[src/rtl/mc_sequencer_pkg.sv]
// Shared definitions for the multi-cycle sequencer: FSM state encoding and
// the RV32I base opcode constants also used by the decoder.
package mc_sequencer_pkg;

  typedef enum logic [2:0] {
    MC_S_HALT   = 3'd0,
    MC_S_FETCH  = 3'd1,
    MC_S_DECODE = 3'd2,
    MC_S_EXEC   = 3'd3,
    MC_S_MEM    = 3'd4,
    MC_S_WB     = 3'd5,
    MC_S_ERR    = 3'd6
  } mc_state_e;

  localparam logic [6:0] OPC_LUI    = 7'b0110111;
  localparam logic [6:0] OPC_AUIPC  = 7'b0010111;
  localparam logic [6:0] OPC_JAL    = 7'b1101111;
  localparam logic [6:0] OPC_JALR   = 7'b1100111;
  localparam logic [6:0] OPC_BRANCH = 7'b1100011;
  localparam logic [6:0] OPC_LOAD   = 7'b0000011;
  localparam logic [6:0] OPC_STORE  = 7'b0100011;
  localparam logic [6:0] OPC_OP_IMM = 7'b0010011;
  localparam logic [6:0] OPC_OP     = 7'b0110011;

  function automatic logic is_rv32i_opcode(input logic [6:0] opc);
    case (opc)
      OPC_LUI, OPC_AUIPC, OPC_JAL, OPC_JALR, OPC_BRANCH,
      OPC_LOAD, OPC_STORE, OPC_OP_IMM, OPC_OP: return 1'b1;
      default:                                 return 1'b0;
    endcase
  endfunction

endpackage

[src/rtl/mc_perf_cnt.sv]
// Free-running active-cycle and retired-instruction counters for the
// sequencer; both wrap modulo 2^32.
module mc_perf_cnt (
  input  logic        clk,
  input  logic        rst,
  input  logic        count_en,
  input  logic        retire,
  output logic [31:0] cycle_cnt,
  output logic [31:0] instret_cnt
);

  always_ff @(posedge clk or posedge rst) begin
    if (rst) begin
      cycle_cnt   <= 32'd0;
      instret_cnt <= 32'd0;
    end else begin
      if (count_en) cycle_cnt   <= cycle_cnt + 32'd1;
      if (retire)   instret_cnt <= instret_cnt + 32'd1;
    end
  end

endmodule

[src/rtl/mc_sequencer.sv]
// Multi-cycle RV32I sequencer: FETCH/DECODE/EXEC/MEM/WB over one shared memory
// port. Define MC_PERF_CNT_EN to add the cycle_cnt/instret_cnt counters.
module mc_sequencer
  import mc_sequencer_pkg::*;
(
  input  logic        clk,
  input  logic        rst,
  input  logic        run,
  input  logic [6:0]  opcode,
  input  logic        dec_pc_sel,
  input  logic        dec_reg_wen,
  input  logic        dec_mem_rw,
  input  logic        mem_ready,
  output logic        mem_req,
  output logic        mem_we,
  output logic        addr_sel,
  output logic        ir_we,
  output logic        mdr_we,
  output logic        pc_we,
  output logic        pc_sel,
  output logic        reg_we,
  output logic        retire,
  output logic        halted,
  output logic        illegal
`ifdef MC_PERF_CNT_EN
  ,
  output logic [31:0] cycle_cnt,
  output logic [31:0] instret_cnt
`endif
);

  mc_state_e state, state_d;
  mc_state_e boundary_d;
  logic      is_load, is_store, is_branch;
  logic      commit;

  assign is_load    = (opcode == OPC_LOAD);
  assign is_store   = (opcode == OPC_STORE);
  assign is_branch  = (opcode == OPC_BRANCH);
  // run only matters at the retire cycle; mid-instruction changes are ignored.
  assign boundary_d = run ? MC_S_FETCH : MC_S_HALT;

  // NOTE: every combinational output gets a default first, so no path can infer a latch.
  always_comb begin
    state_d = state;
    case (state)
      MC_S_HALT:   if (run) state_d = MC_S_FETCH;
      MC_S_FETCH:  if (mem_ready) state_d = MC_S_DECODE;
      MC_S_DECODE: state_d = is_rv32i_opcode(opcode) ? MC_S_EXEC : MC_S_ERR;
      MC_S_EXEC: begin
        if (is_load || is_store) state_d = MC_S_MEM;
        else if (is_branch)      state_d = boundary_d;
        else                     state_d = MC_S_WB;
      end
      MC_S_MEM:    if (mem_ready) state_d = is_store ? boundary_d : MC_S_WB;
      MC_S_WB:     state_d = boundary_d;
      MC_S_ERR:    state_d = MC_S_ERR;
      default:     state_d = MC_S_HALT;
    endcase
  end

  // Phase-gated enables; commit marks the retire cycle of every instruction.
  always_comb begin
    ir_we  = 1'b0;
    mdr_we = 1'b0;
    reg_we = 1'b0;
    commit = 1'b0;
    case (state)
      MC_S_FETCH: ir_we = mem_ready;
      MC_S_EXEC:  commit = is_branch;
      MC_S_MEM: begin
        if (mem_ready) begin
          if (is_store) commit = 1'b1;
          else          mdr_we = 1'b1;
        end
      end
      MC_S_WB: begin
        commit = 1'b1;
        reg_we = dec_reg_wen;
      end
      default: ;
    endcase
  end

  assign pc_we  = commit;
  assign retire = commit;
  assign pc_sel = commit & dec_pc_sel;

  // NOTE: sequential state uses non-blocking assignments so every flop samples pre-edge values.
  always_ff @(posedge clk or posedge rst) begin
    if (rst) begin
      state    <= MC_S_HALT;
      mem_req  <= 1'b0;
      mem_we   <= 1'b0;
      addr_sel <= 1'b0;
      halted   <= 1'b1;
      illegal  <= 1'b0;
    end else begin
      state    <= state_d;
      mem_req  <= (state_d == MC_S_FETCH) || (state_d == MC_S_MEM);
      addr_sel <= (state_d == MC_S_FETCH);
      // Direction is captured on MEM entry and held until mem_ready.
      mem_we   <= (state_d == MC_S_MEM) && ((state == MC_S_MEM) ? mem_we : dec_mem_rw);
      halted   <= (state_d == MC_S_HALT);
      illegal  <= (state_d == MC_S_ERR);
    end
  end

`ifdef MC_PERF_CNT_EN
  logic active;
  assign active = (state != MC_S_HALT) && (state != MC_S_ERR);

  mc_perf_cnt u_perf_cnt (
    .clk         (clk),
    .rst         (rst),
    .count_en    (active),
    .retire      (commit),
    .cycle_cnt   (cycle_cnt),
    .instret_cnt (instret_cnt)
  );
`endif

endmodule

[config.mk]
export PLATFORM = sky130hd
export DESIGN_NAME = mc_sequencer
export DESIGN_NICKNAME = d
export VERILOG_FILES = /design/src/rtl/mc_sequencer_pkg.sv /design/src/rtl/mc_perf_cnt.sv /design/src/rtl/mc_sequencer.sv
export SDC_FILE = /design/constraint.sdc
export NUM_CORES = 1
export LEC_CHECK = 0
export CAP_MARGIN = 20
export CELL_PAD_IN_SITES_DETAIL_PLACEMENT = 0
export CELL_PAD_IN_SITES_GLOBAL_PLACEMENT = 1
export CORE_MARGIN = 2
export CORE_UTILIZATION = 32
export CTS_CLUSTER_DIAMETER = 40
export DETAILED_ROUTE_END_ITERATION = 7
export PLACE_DENSITY = 0.86
export SLEW_MARGIN = 20
export SYNTH_ARGS = -nofsm -noshare
export SYNTH_HDL_FRONTEND = slang
export SYNTH_SLANG_ARGS = --single-unit
[constraint.sdc]
create_clock -name clk -period 2.54 [get_ports clk]
set_input_delay 0.254 -clock clk [delete_from_list [all_inputs] [get_ports clk]]
set_output_delay 0.254 -clock clk [all_outputs]
set_load 0.01 [all_outputs]
# Word level (Yosys, flattened, before mapping)
# Cells that the tools add are included.
# W data, S select, Z words.
dict set report totals {
  inputBits 14
  word_cells 51
  output_inout_bits 11
  reg_bits 8
}
dict set report op_classes {
  bitwise_logic 1
  n_reduce_logical 6
  mux 20
  eq_ne 18
}
# operator count
set ops {}
lappend ops {{$eq A7 B6 Y1 const B} 3}
lappend ops {{$eq A7 B7 Y1 const B} 3}
lappend ops {{$mux W3} 7}
lappend ops {{$pmux W3 S7} 1}
lappend ops {{$eq A3 B3 Y1 const B} 5}
lappend ops {{$eq A7 B5 Y1 const B} 2}
lappend ops {{$mux W1} 11}
lappend ops {{$reduce_or A9 Y1} 1}
lappend ops {{$eq A7 B2 Y1 const B} 1}
lappend ops {{$eq A3 B1 Y1 const B} 2}
lappend ops {{$eq A3 B2 Y1 const B} 2}
lappend ops {{$logic_not A3 Y1} 2}
lappend ops {{$pmux W1 S3} 1}
lappend ops {{$logic_or A1 B1 Y1} 2}
lappend ops {{$and A1 B1 Y1} 1}
lappend ops {{$logic_and A1 B1 Y1} 1}

# Depth between registers and ports, before layout
# Gate-level depths: netlist (run 1).
dict set report logic_depth {
  depth_word 8
  mapped_depth 6
  ltp_nobuf 5
}

# Least setup slack after synthesis (run 1)
# Ideal clock, no wire load.
dict set report synth_timing {
  kind {flip-flop to flip-flop}
  from {register state[0]}
  to {register mem_we}
  setup_slack_ns 1.065
  period_less_slack_ns 1.475
  required_time_ns 2.445
  arrival_time_ns 1.380
  stages_incl_launch_ff 7
  cell_sequence {dfrtp_1 > buf_6 > or2_1 > a21oi_1 > a211o_2 > o311ai_4 > nor4_4}
}
dict set report synth_via {
  elab_chain_cells 4
}
# element line
set synth_rtl {}
lappend synth_rtl {{start, declared} mc_sequencer.sv:32} ;# mc_state_e state, state_d;
lappend synth_rtl {{start signal, assigned} mc_sequencer.sv:99} ;# state <= state_d;
lappend synth_rtl {{$eq A3 B3 Y1, or another cell as far along} mc_sequencer.sv:46} ;# case (state)
lappend synth_rtl {{$pmux W3 S7 (*)} mc_sequencer.sv:46}
lappend synth_rtl {{via state_d[0]} mc_sequencer.sv:32}
lappend synth_rtl {{$eq A3 B3 Y1 (*)} mc_sequencer.sv:103} ;# mem_we <= (state_d == MC_S_MEM) && ((state == MC_S_MEM) ? mem_we : dec_mem_rw);
lappend synth_rtl {{$logic_and A1 B1 Y1 (*)} mc_sequencer.sv:103}
lappend synth_rtl {{end signal, assigned} mc_sequencer.sv:103}
lappend synth_rtl {{end, declared} mc_sequencer.sv:15} ;# output logic mem_we,
# Mark *: on every way through the listed nets, which the timed path passes. The rest lies on a longest branch.

# Worst setup path in the final report (run 1)
dict set report layout_timing {
  from {register state[0]}
  to {output pc_sel}
}
dict set report layout_via {
  elab_chain_cells 3
}
# element line
set layout_rtl {}
lappend layout_rtl {{$eq A3 B3 Y1 / $eq A3 B2 Y1 (equally long branches)} mc_sequencer.sv:68} ;# case (state)
lappend layout_rtl {{$pmux W1 S3 (*)} mc_sequencer.sv:68}
lappend layout_rtl {{$and A1 B1 Y1 (*)} mc_sequencer.sv:87} ;# assign pc_sel = commit & dec_pc_sel;
lappend layout_rtl {{end, declared} mc_sequencer.sv:20} ;# output logic pc_sel,
# Every way passes the cells marked *; elsewhere a longest branch is shown, timed or not.

==> results.yml, run 1 <==
worst_setup_path:
  worstReg2RegStart: "state[0]$_DFF_PP0_"
  worst-endpoint-required_ns: 2.29
  cp-start-kind: "flop"
  cp_max_fo: 12
  crit_type: "reg2out"
  cp_data_arrival_time_ns: 2.08
  ff2ff_path_depth: 5
  startpoint: "state[0]$_DFF_PP0_"
  end_kind: "output pin"
grt:
  grt_pass1_wl_um: 2290
  antenna_found_initial: 0
  grt.overflow.total: 0
  grt_usage_pct: 14.1
  grt_pass1_vias: 525
  grt_max_degree: 13
yosys:
  synthFlopType: "dfrtp_1"
  ys_types: 36
  synthesis.nets: 77
  ys_ff_latch: 8
  syn_inst: 63
  synth_seq_area_share_pct: 33.1
  async_reset_ff_share_pct: 100
  syn_area_um2: 609
  yosysWarnings: 0
  synth_edf_count: 0
  syn_area_per_cell_um2: 9.67
floorplanning:
  initial_core_util_pct: 34.5
  core_um2: 1760
  dieArea_um2: 2270
  dieHeight_um: 47.6
  fp.dieW_um: 47.6
  ioPinCount: 25
  num_rows: 15
detailed_routing:
  vias: 567
  drc_errors: 0
  wirelength_um: 1380
  wire_per_inst_um: 12.0
  drtPass1Iterations: 4
  drtIter0Drc: 7
  drtAntennaViolNets: 0
  viasPerCell: 4.93
cts:
  cts_tree: "built"
  cts_hold_buf: 0
  cts_setup_buffers: 0
  clkSinkCount: 8
  cts_root_buf: "clkbuf_4"
  cts_buffers: 3
  htree_levels: 1
  insertion_delay_ns: 0.26
  cts_resized: 0
  clk_pin_slew_worst_paths_ns: 0.06
  clk_path_buf_depth: 2
place:
  port_buffers: 24
  place_congestion: 0.815
  dp_hpwl_um: 1080
worst_hold_path:
  hold_class: "in2async"
cells_and_area:
  drive_gt1_share_pct: 16.7
  final_common_cell: "clkdlybuf4s50_1"
  nNetsFinal: 105
  mostFrequentLayoutCells: "clkdlybuf4s50_1, a21oi_1, dfrtp_1"
  areaGrowthSynthToFinish_pct: 47.4
  diodes: 0
timing:
  maxSlewHeadroom_pct: 72.8
  fin_setup_tns_ns: 0
  finClkSkew_ns: 0.00870
  whs_ns: 0.232
  finalHoldViolations: 0
  min_period_ns: 2.33
  maxSlewViolCount: 0
  worst_pin_slew_ns: 0.407
  rsz0062_at_grt: "false"
  finalCritPeriodShare_pct: 91.9
  finalSetupViolations: 0
  max_freq_mhz: 428
power:
  p_leak_nw: 0.374
  design_power_total_mw: 0.851
  power_density_nw_per_um2: 947
  irDropWorstVdd_v: 0.000585
run:
  drv_cap: 0
run_status:
  status: "finished clean"
state kept, by name, indices dropped and copies added, names as in the netlist:
signal and cells:
state 3, addr_sel 1, halted 1, illegal 1, mem_req 1, mem_we 1
Yosys cell counts (2+ instances only):
| cell type | n | area [um^2] |
|---|---|---|
| nand2_1 | 5 | 18.8 |
| nor2_1 | 4 | 15.0 |
| dfrtp_1 | 7 | 175 |
| nand2b_1 | 2 | 12.5 |
| inv_1 | 5 | 18.8 |
| mux2i_1 | 2 | 20.0 |
| a21oi_1 | 7 | 35.0 |
| o21ai_0 | 2 | 10.0 |
| a211oi_1 | 2 | 15.0 |
path summary, 6_finish.rpt:
path                                           end  slack, ns
worst max-delay path                        pc_sel       0.21
worst min-delay path             illegal$_DFF_PP0_       0.23
worst max register to register    mem_we$_DFF_PP0_       0.75
worst min register to register  state[1]$_DFF_PP0_       0.66
max in group asynchronous         halted$_DFF_PP1_       2.02
min in group clk                state[1]$_DFF_PP0_       0.66
kinds of logic after synthesis:
logic type	count (synthesis)	synth area share [%]
AO/OA/AOI/OAI	21	28.5
buffers and inverters	8	6.98
flip-flops	8	33.1
multiplexers	2	3.29
AND/OR/NAND/NOR	24	28.1
final cells by class:
class / instances / area [um^2]
tap: 25 / 31.3
inverter: 5 / 18.8
timing repair buffer: 26 / 255
fill: 186 / 866
multi-input combinational: 47 / 365
clock buffer: 4 / 26.3
sequential: 8 / 201
critical path: stages, from the launching register on:
cell and delay, ns:
dfrtp_1 0.59, nand3b_1 0.19, o21ai_0 0.21, a22o_1 0.18, and2_1 0.13, clkdlybuf4s50_1 0.53
where the power goes:
part | switching (mW) | total [mW] | internal, mW
logic | 0.252 | 0.511 | 0.259
clock network | 0.0448 | 0.105 | 0.0602
registers | 0.0494 | 0.235 | 0.185
routing by layer:
layer,up-vias,global-route usage [%],share of wire (%)
li1,286,-,-
met1,259,19.3,49
met2,18,21.6,44
met3,4,3.02,4.6
met4,0,5.95,2.1
met5,-,0,0
through the flow:
stage / setup WS [ns] / cells / instance area, um^2 / utilization (%)
2_1_floorplan: 1.07 / 63 / 609 / -
3_3_place_gp: 0.310 / 111 / 872 / 49.4
3_5_place_dp: 0.230 / 111 / 872 / 49.4
4_1_cts: 0.194 / 115 / 898 / 50.9
5_1_grt: 0.0525 / 115 / 898 / 50.9
6_report: 0.206 / 115 / 898 / 50.9
Note: power is estimated with default switching activity, not from simulation.
==> run 2: changes to the inputs <==
--- a/config.mk
+++ b/config.mk
@@ -11,6 +11,7 @@
 export CORE_MARGIN = 2
 export CORE_UTILIZATION = 32
 export CTS_CLUSTER_DIAMETER = 40
+export CTS_CLUSTER_SIZE = 10
 export DETAILED_ROUTE_END_ITERATION = 7
 export PLACE_DENSITY = 0.86
 export SLEW_MARGIN = 20
==> results of run 2 <==
Same layout as run 1: the final DEF is identical, and so are final timing and power.
==> run 3: changes to the inputs <==
--- a/config.mk
+++ b/config.mk
@@ -11,7 +11,7 @@
 export CORE_MARGIN = 2
 export CORE_UTILIZATION = 32
 export CTS_CLUSTER_DIAMETER = 40
-export CTS_CLUSTER_SIZE = 10
+export CTS_CLUSTER_SIZE = 25
 export DETAILED_ROUTE_END_ITERATION = 7
 export PLACE_DENSITY = 0.86
 export SLEW_MARGIN = 20
==> results of run 3 <==
Same layout as run 1: the final DEF is identical, and so are final timing and power.
